### src/rtl/bbox_tracker_pkg.sv
// bbox_tracker_pkg: shared widths, default frame geometry and the box record
package bbox_tracker_pkg;
  localparam int COORD_W = 10;
  localparam int CNT_W = 20;
  localparam int DEF_IMG_WIDTH = 768;
  localparam int DEF_IMG_HEIGHT = 576;
  typedef struct packed {
    logic [COORD_W-1:0] x;
    logic [COORD_W-1:0] y;
    logic [COORD_W-1:0] width;
    logic [COORD_W-1:0] height;
    logic valid;
  } bbox_t;
endpackage

### src/rtl/bbox_tracker_raster_pos_cnt.sv
// raster_pos_cnt: raster column/row counters with clear and last-pixel flag
module raster_pos_cnt
  import bbox_tracker_pkg::*;
#(
  parameter int IMG_WIDTH = DEF_IMG_WIDTH,
  parameter int IMG_HEIGHT = DEF_IMG_HEIGHT
) (
  input  logic clk,
  input  logic reset,
  input  logic clr,
  input  logic en,
  output logic [COORD_W-1:0] col,
  output logic [COORD_W-1:0] row,
  output logic last
);
  localparam logic [COORD_W-1:0] MAXC = COORD_W'(IMG_WIDTH - 1);
  localparam logic [COORD_W-1:0] MAXR = COORD_W'(IMG_HEIGHT - 1);
  localparam logic [COORD_W-1:0] ONE = COORD_W'(1);
  assign last = col == MAXC && row == MAXR;
  // a clear with a pixel present consumes (0,0), so the next position is column 1
  always_ff @(posedge clk) begin
    if (reset) begin
      col <= '0;
      row <= '0;
    end else if (clr) begin
      col <= COORD_W'(en);
      row <= '0;
    end else if (en) begin
      col <= col == MAXC ? '0 : col + ONE;
      row <= col == MAXC ? (row == MAXR ? '0 : row + ONE) : row;
    end
  end
endmodule

### src/rtl/bbox_tracker.sv
// bbox_tracker: per-frame min/max of set mask pixels, published as centre and
// extent at end of frame and held until the next publish
module bbox_tracker
  import bbox_tracker_pkg::*;
#(
  parameter int IMG_WIDTH = DEF_IMG_WIDTH,
  parameter int IMG_HEIGHT = DEF_IMG_HEIGHT,
  parameter int MIN_PIXELS = 64
) (
  input  logic clk,
  input  logic reset,
  input  logic frame_start,
  input  logic in_valid,
  input  logic mask,
  output logic [COORD_W-1:0] x,
  output logic [COORD_W-1:0] y,
  output logic [COORD_W-1:0] width,
  output logic [COORD_W-1:0] height,
  output logic bbox_valid,
  output logic frame_done
);
  localparam logic [COORD_W-1:0] MAXC = COORD_W'(IMG_WIDTH - 1);
  localparam logic [COORD_W-1:0] MAXR = COORD_W'(IMG_HEIGHT - 1);
  localparam logic [COORD_W-1:0] ONE = COORD_W'(1);
  localparam logic [CNT_W-1:0] CNT_ONE = CNT_W'(1);
  localparam logic [CNT_W-1:0] CNT_MIN = CNT_W'(MIN_PIXELS);
  logic [COORD_W-1:0] col, row, px, py;
  logic [COORD_W-1:0] min_x, max_x, min_y, max_y;
  logic [COORD_W-1:0] bmin_x, bmax_x, bmin_y, bmax_y;
  logic [COORD_W-1:0] nmin_x, nmax_x, nmin_y, nmax_y;
  logic [CNT_W-1:0] cnt, bcnt, ncnt;
  logic [COORD_W:0] sx, sy;
  logic last, hit, eop;
  raster_pos_cnt #(.IMG_WIDTH(IMG_WIDTH), .IMG_HEIGHT(IMG_HEIGHT)) u_pos (
    .clk(clk), .reset(reset), .clr(frame_start), .en(in_valid),
    .col(col), .row(row), .last(last)
  );
  // frame_start folds the accumulator clear into this cycle's pixel
  assign px = frame_start ? '0 : col;
  assign py = frame_start ? '0 : row;
  assign bmin_x = frame_start ? MAXC : min_x;
  assign bmax_x = frame_start ? '0 : max_x;
  assign bmin_y = frame_start ? MAXR : min_y;
  assign bmax_y = frame_start ? '0 : max_y;
  assign bcnt = frame_start ? '0 : cnt;
  assign hit = in_valid & mask;
  assign nmin_x = hit && px < bmin_x ? px : bmin_x;
  assign nmax_x = hit && px > bmax_x ? px : bmax_x;
  assign nmin_y = hit && py < bmin_y ? py : bmin_y;
  assign nmax_y = hit && py > bmax_y ? py : bmax_y;
  assign ncnt = hit && ~&bcnt ? bcnt + CNT_ONE : bcnt;
  assign eop = in_valid & ~frame_start & last;
  assign sx = {1'b0, nmin_x} + {1'b0, nmax_x};
  assign sy = {1'b0, nmin_y} + {1'b0, nmax_y};
  always_ff @(posedge clk) begin
    if (reset) begin
      x <= '0;
      y <= '0;
      width <= '0;
      height <= '0;
      bbox_valid <= 1'b0;
      frame_done <= 1'b0;
      min_x <= MAXC;
      max_x <= '0;
      min_y <= MAXR;
      max_y <= '0;
      cnt <= '0;
    end else begin
      frame_done <= eop;
      min_x <= eop ? MAXC : nmin_x;
      max_x <= eop ? '0 : nmax_x;
      min_y <= eop ? MAXR : nmin_y;
      max_y <= eop ? '0 : nmax_y;
      cnt <= eop ? '0 : ncnt;
      if (eop) bbox_valid <= ncnt >= CNT_MIN;
      if (eop && ncnt >= CNT_MIN) begin
        x <= sx[COORD_W:1];
        y <= sy[COORD_W:1];
        width <= nmax_x - nmin_x + ONE;
        height <= nmax_y - nmin_y + ONE;
      end
    end
  end
endmodule
### config.mk
export PLATFORM = sky130hd
export DESIGN_NAME = bbox_tracker
export DESIGN_NICKNAME = d
export VERILOG_FILES = /design/src/rtl/bbox_tracker_pkg.sv /design/src/rtl/bbox_tracker_raster_pos_cnt.sv /design/src/rtl/bbox_tracker.sv
export SDC_FILE = /design/constraint.sdc
export NUM_CORES = 1
export LEC_CHECK = 0
export ABC_AREA = 1
export CAP_MARGIN = 25
export CORE_MARGIN = 2
export CORE_UTILIZATION = 65
export DETAILED_ROUTE_END_ITERATION = 10
export DONT_BUFFER_PORTS = 1
export MAX_ROUTING_LAYER = met4
export PLACE_DENSITY = 0.9
export RECOVER_POWER = 100
export SETUP_SLACK_MARGIN = 0.3
export SYNTH_ARGS = -nofsm -noshare
export SYNTH_HDL_FRONTEND = slang
export SYNTH_SLANG_ARGS = --single-unit
### constraint.sdc
create_clock -name clk -period 9.52 [get_ports clk]
set_input_delay 2.856 -clock clk [delete_from_list [all_inputs] [get_ports clk]]
set_output_delay 2.856 -clock clk [all_outputs]
set_load 0.03 [all_outputs]
## After elaboration in Yosys (flattened, before gate mapping)

Cells that the tools add are included.

| storage, ports and cells | value |
|---|---|
| bits in registers | 122 |
| bits of input ports | 5 |
| output and inout port bits | 42 |
| logic and storage cells | 63 |

| cells by class | value |
|---|---|
| add/sub/neg operators | 9 |
| order comparisons | 5 |
| eq/ne operators | 2 |
| mux-type cells | 16 |
| bitwise gates (word level) | 4 |
| reductions and logical operators | 13 |

Operators by type and width:

| kind | count |
|---|---|
| $mux 10 | 12 |
| $add 10x1->10 const B | 4 |
| $mux 20 | 2 |
| $add 10x10->11 | 2 |
| $add 20x1->20 const B | 1 |
| $eq 10x10->1 const B | 2 |
| $ge 20x7->1 const B | 1 |
| $gt 10x10->1 | 2 |
| $lt 10x10->1 | 2 |
| $reduce_and 20->1 | 1 |
| $sub 10x10->10 | 2 |
| $logic_and 1x1->1 | 7 |
| $reduce_or 2->1 | 2 |
| $and 1x1->1 | 3 |
| $mux 1 | 2 |
| $reduce_and 2->1 | 1 |
| $reduce_bool 2->1 | 1 |
| $logic_not 1->1 | 1 |
| $not 1->1 | 1 |

## Depth between registers and ports, before layout

| logic depth | value |
|---|---|
| depth in word-level cells | 7 |
| gate-level depth with buffers | 33 |
| gate-level depth less buffers | 28 |

## Hierarchy

Synthesis repeated with hierarchy kept, for this count alone.

| unflattened totals | value |
|---|---|
| cell total of the unflattened synthesis | 1276 |
| area total of the unflattened synthesis | 8514.4 um^2 |

By module, submodules not included:

| module | times used | cells an instance | area each (um^2) | seq. area each (um^2) |
|---|---|---|---|---|
| bbox_tracker | 1 | 1117 | 7444.6 | 2042.0 |
| raster_pos_cnt | 1 | 159 | 1069.8 | 400.4 |

## Worst setup path before layout

Ideal clock, no wire load.

| timing path | value |
|---|---|
| path type | input-to-reg |
| start point | in frame_start |
| end point | reg height[9] |
| library setup time | 0.115 ns |
| arrival time | 7.516 ns |
| data required time | 9.405 ns |
| slack | 1.889 ns |
| cell stages on the path | 30 |
| buffers on the path | 7 |
| path through | buf_6 -> inv_6 -> buf_6 -> buf_2 -> buf_1 -> clkbuf_1 -> buf_1 -> nand2_1 -> ha_1 -> o211ai_1 -> nor2_1 -> nand3_1 -> o211ai_1 -> nand2_1 -> buf_2 -> o21ai_0 -> ha_1 -> ha_1 -> fa_1 -> nand3_1 -> nand3_1 -> nand2_1 -> nand2_1 -> a21oi_1 -> o21ai_0 -> a21oi_1 -> xor2_1 -> nand3_1 -> nand2_1 -> nor2_1 |

| between the ends | value |
|---|---|
| elaborated cells on any way between the ends | 22 |
| those cells by class | add/sub: 3; order compare: 3; mux: 7; bitwise: 3; reduce/logical: 6 |

RTL lines:

| element | RTL line | source |
|---|---|---|
| start, declared | bbox_tracker.sv:12 | `input logic frame_start,` |
| $mux 10 (on tied branches) | bbox_tracker.sv:40, bbox_tracker.sv:44 |  |
| $gt 10x10->1 | bbox_tracker.sv:50 | `assign nmax_y = hit && py > bmax_y ? py : bmax_y;` |
| $logic_and 1x1->1 | bbox_tracker.sv:50 |  |
| $mux 10 (*) | bbox_tracker.sv:50 |  |
| named net nmax_y[1] | bbox_tracker.sv:30 | `logic [COORD_W-1:0] nmin_x, nmax_x, nmin_y, nmax_y;` |
| $sub 10x10->10 (*) | bbox_tracker.sv:80 | `height <= nmax_y - nmin_y + ONE;` |
| $add 10x1->10 (*) | bbox_tracker.sv:80 |  |
| end signal, assigned | bbox_tracker.sv:80 |  |
| end, declared | bbox_tracker.sv:18 | `output logic [COORD_W-1:0] height,` |

Mark *: on every way through the listed nets, which the timed path passes. The rest lies on a longest branch.
A chain may end at the register's enable or synchronous reset.

## Worst setup path after layout

| timing path | value |
|---|---|
| start point | in frame_start |
| end point | reg width[9] |

| between the ends | value |
|---|---|
| elaborated cells on any way between the ends | 22 |
| those cells by class | add/sub: 3; order compare: 3; mux: 7; bitwise: 3; reduce/logical: 6 |

RTL lines:

| element | RTL line | source |
|---|---|---|
| $mux 10 (on tied branches) | bbox_tracker.sv:39, bbox_tracker.sv:42 |  |
| $gt 10x10->1 | bbox_tracker.sv:48 | `assign nmax_x = hit && px > bmax_x ? px : bmax_x;` |
| $logic_and 1x1->1 | bbox_tracker.sv:48 |  |
| $mux 10 (*) | bbox_tracker.sv:48 |  |
| named net nmax_x[1] | bbox_tracker.sv:30 |  |
| $sub 10x10->10 (*) | bbox_tracker.sv:79 | `width <= nmax_x - nmin_x + ONE;` |
| $add 10x1->10 (*) | bbox_tracker.sv:79 |  |
| end signal, assigned | bbox_tracker.sv:79 |  |
| end, declared | bbox_tracker.sv:17 | `output logic [COORD_W-1:0] width,` |

Marks and branches as above.

==> results.json <==
{
  "drive_gt1_share_pct": 6.59,
  "multi_input_area_um2": 5220,
  "gp_congestion": 0.930,
  "async_reset_ff_share_pct": 0,
  "core_region_area_um2": 12700,
  "rsz0062_at_grt": "no",
  "switching_share_pct": 27.1,
  "synth_area_um2": 8500,
  "vias": 7733,
  "first_global_vias": 7421,
  "setup_viol": 0,
  "crit_type": "in2reg",
  "nets": 1313,
  "cts-root-buf": "clkbuf_16",
  "relSlewSlack_pct": -7.25,
  "clock_path_buffers": 2,
  "drv_slew": 27,
  "antenna_found_initial": 0,
  "r2r-end": "width[9]",
  "hold_violations": 0,
  "synth_area_leaders": "dfxtp_1 (29%), ha_1 (13%), nand2_1 (12%), nor2_1 (7.6%), inv_1 (6.5%)",
  "syn2layout_area_growth_pct": 6.68,
  "post_cts_buffers": 0,
  "fp-row-count": 41,
  "power_frac_seq_pct": 41.4,
  "wire_per_inst_um": 14.0,
  "seq_area_frac_synth_pct": 28.7,
  "violations": "capacitance limit, slew limit",
  "via_per_inst": 5.52,
  "cts_resized": 0,
  "io_pins": 47,
  "synth_area_per_cell_um2": 6.87,
  "firstDrtPassIters": 5,
  "worstRegToRegCells": 23,
  "pwr-share-comb_pct": 12.3,
  "synth_top_area_share_pct": 28.7,
  "drcViolationCount": 0,
  "htree_levels": 4,
  "p_clk_share_pct": 46.4,
  "regToRegSetupSlack_ps": 3920,
  "cts_hold_buf": 0,
  "crit_top_cell": "nand2_1",
  "worst_pin_slew_ps": 1600,
  "synth_cells": 1238,
  "ir_worst_vdd_uv": 146,
  "period_share_pct": 83.6,
  "tritoncts": "built",
  "clock_latency_ps": 420,
  "endpoint_kind": "flip-flop",
  "synth_edf_count": 0,
  "p_int_mw": 0.919,
  "yosysWarnings": 0,
  "die_w_um": 118,
  "dp_hpwl_mm": 14.3,
  "grt_overflow": 0,
  "path_cells": "inv_6 > nand2_1 > ha_1 > a21oi_1 > nor2_1 > a211oi_1 > nand2_1 > o211ai_1 > o21ai_0 > ha_1 > ha_1 > fa_1 > nand3_1 > nand3_1 > nand2_1 > nand2_1 > a21oi_1 > o21ai_0 > a21oi_1 > xor2_1 > nand3_1 > nand2_1 > nor2_1",
  "syn-num-nets": 1334,
  "cp.arrival_ps": 8270,
  "numClockSinks": 122,
  "maxClockFrequency_mhz": 126,
  "totalWireLength_mm": 19.7,
  "hold_depth": 1,
  "critPathTopFamily": "compound AO/OA/AOI/OAI gates",
  "tns_ps": 0,
  "ys.flop_type": "dfxtp_1",
  "cp_slowest_cell": "o211ai_1",
  "drv_cap": 1,
  "critPathLaunchType": "input port",
  "yosysMostFrequentCell": "nand2_1",
  "min_path_type": "reg2reg",
  "initial_core_util_pct": 67.1,
  "status": "complete, but fails checks",
  "switchingPower_mw": 0.342,
  "leakage_nw": 4.15,
  "fillers": 995,
  "finClkSkew_ps": 8.41,
  "min_from": "u_pos.row[9]",
  "ys_top_cells_by_count": "nand2_1 (262), nor2_1 (173), inv_1 (147)",
  "worstPathRequired_ps": 9830,
  "path_max_fanout": 63,
  "crit_buf_inv": 1,
  "synth_cell_types": 47,
  "cp_slowest_stage_delay_ps": 1230,
  "hold_slack_ps": 481,
  "hold_path_end": "u_pos.row[9]",
  "grt_pass1_wl_mm": 33.3,
  "timing.rr.start": "u_pos.col[7]",
  "antenna_cells": 0,
  "clkTransAtPathRegs_ps": 60,
  "portBuffers": 0,
  "numCtsBuffers": 17,
  "grt_max_degree": 78,
  "seq_area_um2": 2440,
  "grt.total_usage_pct": 29.5,
  "antenna_left": 0,
  "drt_iter0_drc": 617,
  "synth.largest_area_cell": "dfxtp_1",
  "cellPowerDensity_nw_per_um2": 139,
  "die_area_um2": 14000,
  "period_needed_ps": 7960,
  "finish.utilization_pct": 71.6,
  "die_y_um": 118,
  "synth-seq-cells": 122
}
## cells in the final DEF, fill, tap and decap left out, drive strengths merged, types with 5 or more instances in the layout
master      n
clkinvlp    6
clkinv      9
nor2      180
xor2       26
o211ai      8
clkbuf     21
nand3      92
nand3b     11
nor3       11
xnor2      13
nand4      11
dfxtp     122
inv       151
nand2     264
a21oi     105
o21ai      57
nor3b       6
ha         87
a211oi     11
o21a        5
## routing by layer
metal,wire length (um),track usage [%],vias up,share of wire [%]
met5,0,-,-,0
met4,469,11.1,0,2.4
met3,1380,8.20,44,7.0
met2,9180,48.0,257,47
met1,8650,34.7,3462,44
li1,-,-,3970,-
## through the flow
| step | setup WS (ps) | power (mW) | instance area [um^2] | instances |
|---|---|---|---|---|
| 2_1_floorplan | 1890 | 0.659 | 8500 | 1238 |
| 3_3_place_gp | 2180 | 0.677 | 8520 | 1368 |
| 3_5_place_dp | 1970 | 0.681 | 8530 | 1369 |
| 4_1_cts | 2390 | 1.26 | 9080 | 1401 |
| 5_1_grt | 979 | 1.31 | 9070 | 1402 |
| 6_report | 1560 | 1.26 | 9070 | 1402 |
## sequential cells by signal, indices dropped and copies added (netlist names)
signal / cells
max_y: 10
min_y: 10
frame_done: 1
width: 10
max_x: 10
cnt: 20
x: 10
height: 10
u_pos.row: 10
min_x: 10
bbox_valid: 1
u_pos.col: 10
y: 10
## how the worst max path moves through the flow
stage | startpoint | endpoint | slack, ps | depth (start not counted)
floorplan | frame_start | height[9] | 1890 | 30
finish | frame_start | width[9] | 1560 | 23
global route | frame_start | width[9] | 980 | 23
detailed placement | frame_start | width[9] | 1970 | 24
CTS | frame_start | width[9] | 2390 | 24
global placement | frame_start | width[9] | 2180 | 24
## cell families after synthesis
group                    count (synthesis)  share of synthesized area, %
XOR/XNOR                                39                          4.02
AND/OR/NAND/NOR                        586                          29.5
adder cells (fa/ha/maj)                 91                          13.7
AO/OA/AOI/OAI                          201                          14.4
buffers and inverters                  199                          9.60
flip-flops                             122                          28.7
## power groups by stage
stage | Combinational (mW) | Sequential, mW | Clock (mW)
6_report | 0.155 | 0.521 | 0.585
2_1_floorplan | 0.128 | 0.531 | 0
3_3_place_gp | 0.145 | 0.532 | 0
3_5_place_dp | 0.149 | 0.532 | 0
5_1_grt | 0.173 | 0.522 | 0.612
4_1_cts | 0.151 | 0.521 | 0.590
## area by class of cell
type,count,area share [%]
Sequential cell,122,26.9
Clock inverter,12,0.828
Tap cell,172,2.37
Clock buffer,20,5.15
Timing Repair Buffer,5,0.676
Inverter,154,6.43
Multi-Input combinational cell,917,57.6
(Power assumes the default switching activity.)
